==> config.mk <==
export PLATFORM = sky130hd
export DESIGN_NAME = des_ro_mem_port
export DESIGN_NICKNAME = d
export VERILOG_FILES = /design/src/rtl/des_ro_mem_port.sv
export SDC_FILE = /design/constraint.sdc
export NUM_CORES = 1
export LEC_CHECK = 0
export ABC_AREA = 1
export BUFFER_PORTS_ARGS = -buffer_cell sky130_fd_sc_hd__clkbuf_2
export CAP_MARGIN = 0
export CORE_UTILIZATION = 58
export DETAILED_ROUTE_END_ITERATION = 10
export PLACE_DENSITY = 0.92
export SKIP_LAST_GASP = 1
export SLEW_MARGIN = 20
export SYNTH_ARGS = -nofsm -noshare
export SYNTH_HDL_FRONTEND = slang
export SYNTH_SLANG_ARGS = --single-unit
==> constraint.sdc <==
create_clock -name clk -period 2.58 [get_ports clk]
set_input_delay 0.774 -clock clk [delete_from_list [all_inputs] [get_ports clk]]
set_output_delay 0.774 -clock clk [all_outputs]
set_load 0.05 [all_outputs]
==> src/rtl/des_ro_mem_port.sv <==
// rtl/des_ro_mem_port.sv - AXI read port for the DES read-only stage
// Tracks outstanding bursts by ID and turns each returned beat into one response task.
package des_ro_pkg;
   typedef logic [15:0] task_t;
   typedef logic [3:0]  subtype_t;
   typedef logic [4:0]  cq_slice_slot_t;
   typedef logic [63:0] ro_data_t;
   typedef logic [7:0]  byte_t;
endpackage

module des_ro_mem_port
   import des_ro_pkg::*;
#(
   parameter int TILE_ID = 0,
   parameter int DEPTH   = 8,
   parameter int ID_W    = 3
) (
   input  logic            clk,
   input  logic            rstn,
   input  logic            req_valid,
   output logic            req_ready,
   input  logic [31:0]     req_addr,
   input  logic [2:0]      req_size,
   input  logic [7:0]      req_len,
   input  task_t           req_task,
   input  subtype_t        req_subtype,
   input  logic            req_mark_last,
   input  cq_slice_slot_t  req_cq_slot,
   output logic            m_arvalid,
   input  logic            m_arready,
   output logic [31:0]     m_araddr,
   output logic [ID_W-1:0] m_arid,
   output logic [7:0]      m_arlen,
   output logic [2:0]      m_arsize,
   input  logic            m_rvalid,
   output logic            m_rready,
   input  logic [ID_W-1:0] m_rid,
   input  logic [63:0]     m_rdata,
   input  logic            m_rlast,
   output logic            out_valid,
   input  logic            out_ready,
   output task_t           out_task,
   output ro_data_t        out_data,
   output byte_t           out_word_id,
   output subtype_t        out_subtype,
   output cq_slice_slot_t  out_cq_slot,
   output logic            out_last,
   output logic            err_sticky
);

   if (DEPTH != (1 << ID_W) || TILE_ID < 0) begin : g_bad_cfg
      $error("des_ro_mem_port: DEPTH must equal 2**ID_W");
   end

   logic [DEPTH-1:0] valid_q;
   logic [DEPTH-1:0] ctx_mark_q;
   logic [DEPTH-1:0] ctx_a2_q;
   task_t            ctx_task_q [DEPTH];
   subtype_t         ctx_sub_q  [DEPTH];
   cq_slice_slot_t   ctx_slot_q [DEPTH];
   logic [2:0]       ctx_size_q [DEPTH];
   logic [7:0]       ctx_len_q  [DEPTH];
   logic [7:0]       ctx_beat_q [DEPTH];

   logic            arvalid_q;
   logic [31:0]     araddr_q;
   logic [ID_W-1:0] arid_q;
   logic [7:0]      arlen_q;
   logic [2:0]      arsize_q;

   logic           out_valid_q;
   task_t          out_task_q;
   ro_data_t       out_data_q;
   ro_data_t       out_data_d;
   byte_t          out_word_id_q;
   subtype_t       out_sub_q;
   cq_slice_slot_t out_slot_q;
   logic           out_last_q;
   logic           err_q;
   logic           err_d;

   logic [ID_W-1:0] free_id;
   logic            any_free;
   logic            req_fire;
   logic            r_fire;
   logic            hit;
   logic [7:0]      cur_beat;
   logic            beat_done;
   logic            lane_hi;

   // Lowest-numbered free entry wins; release only shows up here a cycle later.
   always_comb begin
      free_id  = '0;
      any_free = 1'b0;
      for (int i = DEPTH - 1; i >= 0; i--) begin
         if (!valid_q[i]) begin
            free_id  = ID_W'(i);
            any_free = 1'b1;
         end
      end
   end

   assign req_ready = any_free & (~arvalid_q | m_arready);
   assign req_fire  = req_valid & req_ready;
   assign m_rready  = ~out_valid_q | out_ready;
   assign r_fire    = m_rvalid & m_rready;
   assign hit       = valid_q[m_rid];
   assign cur_beat  = ctx_beat_q[m_rid];
   assign beat_done = (cur_beat == ctx_len_q[m_rid]);
   assign lane_hi   = ctx_a2_q[m_rid] ^ cur_beat[0];
   assign err_d     = r_fire & (~hit | (m_rlast & ~beat_done));

   // Narrow words alternate halves of the 64-bit beat starting from addr[2].
   always_comb begin
      out_data_d = m_rdata;
      if (ctx_size_q[m_rid] != 3'd3) begin
         out_data_d = {32'b0, lane_hi ? m_rdata[63:32] : m_rdata[31:0]};
      end
   end

   always_ff @(posedge clk or negedge rstn) begin
      if (!rstn) begin
         valid_q    <= '0;
         ctx_mark_q <= '0;
         ctx_a2_q   <= '0;
         for (int i = 0; i < DEPTH; i++) begin
            ctx_task_q[i] <= '0;
            ctx_sub_q[i]  <= '0;
            ctx_slot_q[i] <= '0;
            ctx_size_q[i] <= '0;
            ctx_len_q[i]  <= '0;
            ctx_beat_q[i] <= '0;
         end
         arvalid_q     <= 1'b0;
         araddr_q      <= '0;
         arid_q        <= '0;
         arlen_q       <= '0;
         arsize_q      <= '0;
         out_valid_q   <= 1'b0;
         out_task_q    <= '0;
         out_data_q    <= '0;
         out_word_id_q <= '0;
         out_sub_q     <= '0;
         out_slot_q    <= '0;
         out_last_q    <= 1'b0;
         err_q         <= 1'b0;
      end else begin
         if (req_fire) begin
            valid_q[free_id]    <= 1'b1;
            ctx_mark_q[free_id] <= req_mark_last;
            ctx_a2_q[free_id]   <= req_addr[2];
            ctx_task_q[free_id] <= req_task;
            ctx_sub_q[free_id]  <= req_subtype;
            ctx_slot_q[free_id] <= req_cq_slot;
            ctx_size_q[free_id] <= req_size;
            ctx_len_q[free_id]  <= req_len;
            ctx_beat_q[free_id] <= '0;
            araddr_q            <= req_addr;
            arid_q              <= free_id;
            arlen_q             <= req_len;
            arsize_q            <= req_size;
            arvalid_q           <= 1'b1;
         end else if (m_arready) begin
            arvalid_q <= 1'b0;
         end

         // A hit entry is valid, the allocated one is not, so the two writes never collide.
         if (r_fire && hit) begin
            ctx_beat_q[m_rid] <= cur_beat + 8'd1;
            if (m_rlast) begin
               valid_q[m_rid] <= 1'b0;
            end
            out_valid_q   <= 1'b1;
            out_data_q    <= out_data_d;
            out_word_id_q <= cur_beat;
            out_task_q    <= ctx_task_q[m_rid];
            out_sub_q     <= ctx_sub_q[m_rid];
            out_slot_q    <= ctx_slot_q[m_rid];
            out_last_q    <= ctx_mark_q[m_rid] & beat_done;
         end else if (out_ready) begin
            out_valid_q <= 1'b0;
         end

         if (err_d) begin
            err_q <= 1'b1;
         end
      end
   end

   assign m_arvalid   = arvalid_q;
   assign m_araddr    = araddr_q;
   assign m_arid      = arid_q;
   assign m_arlen     = arlen_q;
   assign m_arsize    = arsize_q;
   assign out_valid   = out_valid_q;
   assign out_task    = out_task_q;
   assign out_data    = out_data_q;
   assign out_word_id = out_word_id_q;
   assign out_subtype = out_sub_q;
   assign out_cq_slot = out_slot_q;
   assign out_last    = out_last_q;
   assign err_sticky  = err_q;

endmodule
==> summary.md <==
| Metric | Value |
|---|---|
| Input/output buffers | `291` |
| Worst reg2reg setup slack | `0.20 ns` |
| GR met3 Demand/Resource | `6.640%` |
| DR pass1 iterations | `6` |
| Total I/O pin count | `292` |
| Global routing's busiest layer | `met2` |
| Class of the worst hold path | `primary input to asynchronous set/reset pin` |
| Area delta synth->final | `21.36%` |
| Antenna violations before repair | `0` |
| Detail-routed via count per cell | `5.863` |
| Power density of the placed cells | `1255 nW/µm²` |
| Proportion of register bits with asynchronous set or reset after synthesis | `100.0%` |
| Critical-path maximum fanout | `3` |
| Remaining global-route overflow | `0` |
| Buffer type at the clock tree root | `clkbuf_16` |
| Largest net degree at the start of global routing | `67` |
| Weighted congestion at the end of routability-driven global placement | `0.9388` |
| Maximum operating frequency | `402.3 MHz` |
| Total standard cell area after synthesis | `22980 µm²` |
| Sequential cell fraction of total power | `39.5%` |
| Design area | `27890 µm²` |
| Vertical extent of the die | `201.0 µm` |
| Post-synth net total | `2886` |
| GR met1 Demand/Resource | `46.28%` |
| Horizontal die dimension | `201.0 µm` |
| Leakage component of the power | `0.01461 µW` |
| Final worst slack | `0.09411 ns` |
| Mean Syn Cell Area | `8.380 µm²` |
| Clk sinks | `523` |
| Post-layout nets | `3252` |
| Total number of vias | `21512` |
| Count of unique library cells instantiated by Yosys | `43` |
| Total of endpoints with negative setup slack in the final report | `0` |
| Clock tree from TritonCTS | `yes` |
| Wire length of the first global-routing pass | `112300 µm` |
| Slew Limit Fails | `0` |
| Remaining antenna violation count after routing | `0` |
| Net switching power | `14820 µW` |
| Top cell type's share of synthesized area | `56.96%` |
| Final number of hold-violating endpoints | `0` |
| Setup clock skew after layout | `0.02801 ns` |
| Critical Path AT | `1.71 ns` |
| Top cells by area in the synthesized netlist | `dfrtp_1 57%, nand2_1 16%, o21ai_0 7.3%` |
| Area of the core | `38830 µm²` |
| Critical R2R Launch | `valid_q[7]` |
| Instance count of the mapped netlist | `2742` |
| Max Cap Viol | `0` |
| TritonCTS Buffers | `52` |
| Post-synth EDFFs | `0` |
| Type of origin of the critical path | `flip-flop` |
| Number of global-route vias before repair | `21167` |
| Clock slew seen by the registers of the worst setup and hold paths | `0.07 ns` |
| Transition time at the pin with the least slew margin | `0.6299 ns` |
| Die area | `40420 µm²` |
| Rows | `72` |
| Post-placement cell area | `26070 µm²` |
| Deepest clock path buffer count | `3` |
| Clock insertion delay at the later pin of the skew report | `0.62 ns` |
| Wire length per cell | `19.24 µm` |
| Worst Setup End Kind | `primary output` |
| Fraction of power consumed by the clock network | `22.5%` |
| GRT Resource Usage Total | `35.26%` |
| Maximum resistive drop on vdd | `1122 µV` |
| Placed wire-length estimate | `45920 µm` |
| Max H-tree Level | `2` |
| Routed wire length | `70580 µm` |
| Switching share of power | `42.37%` |
| Path type of the worst setup path | `flip-flop to primary output` |
| CP required | `1.81 ns` |
| CP Launch Point | `valid_q[1]` |
| Worst hold slack after final layout | `0.1644 ns` |
| Register area share after synthesis | `56.96%` |
| Post-placement setup slack | `-0.1262 ns` |
| Final cell count without fillers | `3669` |
| Synth area leader | `dfrtp_1` |
| ANT cells | `0` |
| Primary FF master, synth | `dfrtp_1` |
| DRC viols | `0` |
| Part of the total power dissipated in combinational logic | `38.0%` |
| Met2 Use GR | `56.41%` |
| Initial standard-cell utilization of the core | `59.18%` |
| Post-layout minimum cycle time | `2.486 ns` |
| Number of synthesis warnings | `0` |
| Layout cell share with drive strength beyond 1 | `19.42%` |
| Dpl cells | `3571` |
| Status | `complete, no violations` |
| Flip-flop and latch count after synthesis | `523` |
| Final worst path period share | `96.35%` |
| Drt first-iter violations | `2607` |
| Internal power | `20170 µW` |
| Worst-case headroom to the max-slew limit | `58.00%` |
-- logic make-up (layout without fill, tap and decap cells) --
logic type,Yosys count,count (layout),synth area share [%]
and+or+nand+nor,1205,1205,20.57
AOI/OAI and AO/OA,604,604,14.62
DFF,523,523,56.96
buffers and inverters,405,814,7.585
xor gates and xnor gates,4,4,0.2178
adders and majority gates,1,1,0.05444
-- worst paths after layout --
check                                  end  cells after the start
max                              req_ready                      6
min                            ctx_a2_q[7]                      1
max reg2reg                ctx_task_q[117]                     12
min reg2reg                 ctx_task_q[44]                      2
max in group asynchronous   ctx_task_q[75]                      2
min in group clk              m_araddr[28]                      3
-- synth_stat cells, drive strengths merged (5+ instances only) --
library cell  count
a22o              5
nand2          1003
clkbuf           64
a31oi            19
nand3            53
inv             254
a221oi           40
o22ai            21
a22oi            17
a41oi             6
nor2            139
o211ai            6
nand4             7
dfrtp           523
a21oi            38
buf              86
o21ai           445
-- cells in the final DEF, fill, tap and decap left out, types with 2 or more instances in the layout --
cell        instances
nand2_1           982
dfrtp_1           523
o21ai_0           336
clkbuf_2          289
inv_1             235
buf_4             136
nor2_1            129
o21ai_1           109
clkbuf_16          52
nand3_1            50
a221oi_1           40
a21oi_1            37
buf_12             36
o22ai_1            21
a31oi_1            19
inv_2              18
a22oi_1            17
clkbuf_8           16
nand2_2            15
clkinv_2           11
clkbuf_1            8
nor2_2              7
nand4_1             6
nand2_4             6
o211ai_1            6
a41oi_1             6
a22o_1              5
bufinv_16           4
nor2_4              3
nand3_2             3
or2_2               2
xor2_2              2
a32o_1              2
inv_6               2
clkinvlp_4          2
-- state kept, by name, summed over array words and instances, names as in the netlist, 4 cells and up --
register	flops
ctx_size_q	24
valid_q	8
m_arlen	8
m_araddr	32
out_subtype	4
out_word_id	8
out_data	64
out_task	16
ctx_sub_q	32
ctx_len_q	64
ctx_mark_q	8
ctx_beat_q	64
ctx_slot_q	40
ctx_task_q	128
out_cq_slot	5
ctx_a2_q	8
-- per-stage QoR --
step	total power [µW]	TNS (ns)	util, %
2_1_floorplan	22450	0	-
6_report	34990	0	71.82
3_5_place_dp	26660	-7.410	67.14
3_3_place_gp	25890	-2.342	67.14
4_1_cts	34840	0	71.78
5_1_grt	36830	-0.005165	71.82
-- cell type report --
| cell class | count | area (µm²) |
|---|---|---|
| Clock buffer | 76 | 1551 |
| Clock inverter | 21 | 246.5 |
| Fill cell | 2626 | 10940 |
| Inverter | 255 | 959.7 |
| Multi-Input combinational cell | 1814 | 8190 |
| Sequential cell | 523 | 13090 |
| Tap cell | 518 | 648.1 |
| Timing Repair Buffer | 462 | 3203 |
-- timing repair --
action | 4_1_cts | 5_1_grt
setup buffers | 0 | 1
gates resized for setup | 1 | 5
hold buffers | 0 | 0
pin swaps | 0 | 1
endpoints found under the hold margin | 0 | 0
setup endpoints to repair | 1 | 1
-- layer usage --
metal	part of all wire [%]	up-vias
li1	-	9524
met1	37	10195
met2	47	1501
met3	11	292
met4	4.9	0
met5	0	-
-- critical path, stage by stage, from the launching register on --
cell	delay (ns)
dfrtp_1	0.43
nand2_2	0.11
nor2_2	0.17
nand2_2	0.09
nand2_1	0.06
inv_1	0.06
buf_4	0.19
-- power by group through the flow --
stage / Combinational, µW / Sequential, µW / Clock (µW)
after floorplan: 5890 / 16600 / 0
after global placement: 12300 / 13600 / 0
after detailed placement: 12900 / 13800 / 0
after CTS: 13100 / 13800 / 7950
after global routing: 14400 / 14200 / 8250
final: 13300 / 13800 / 7870
No activity file was read; power rests on OpenSTA's default activity.
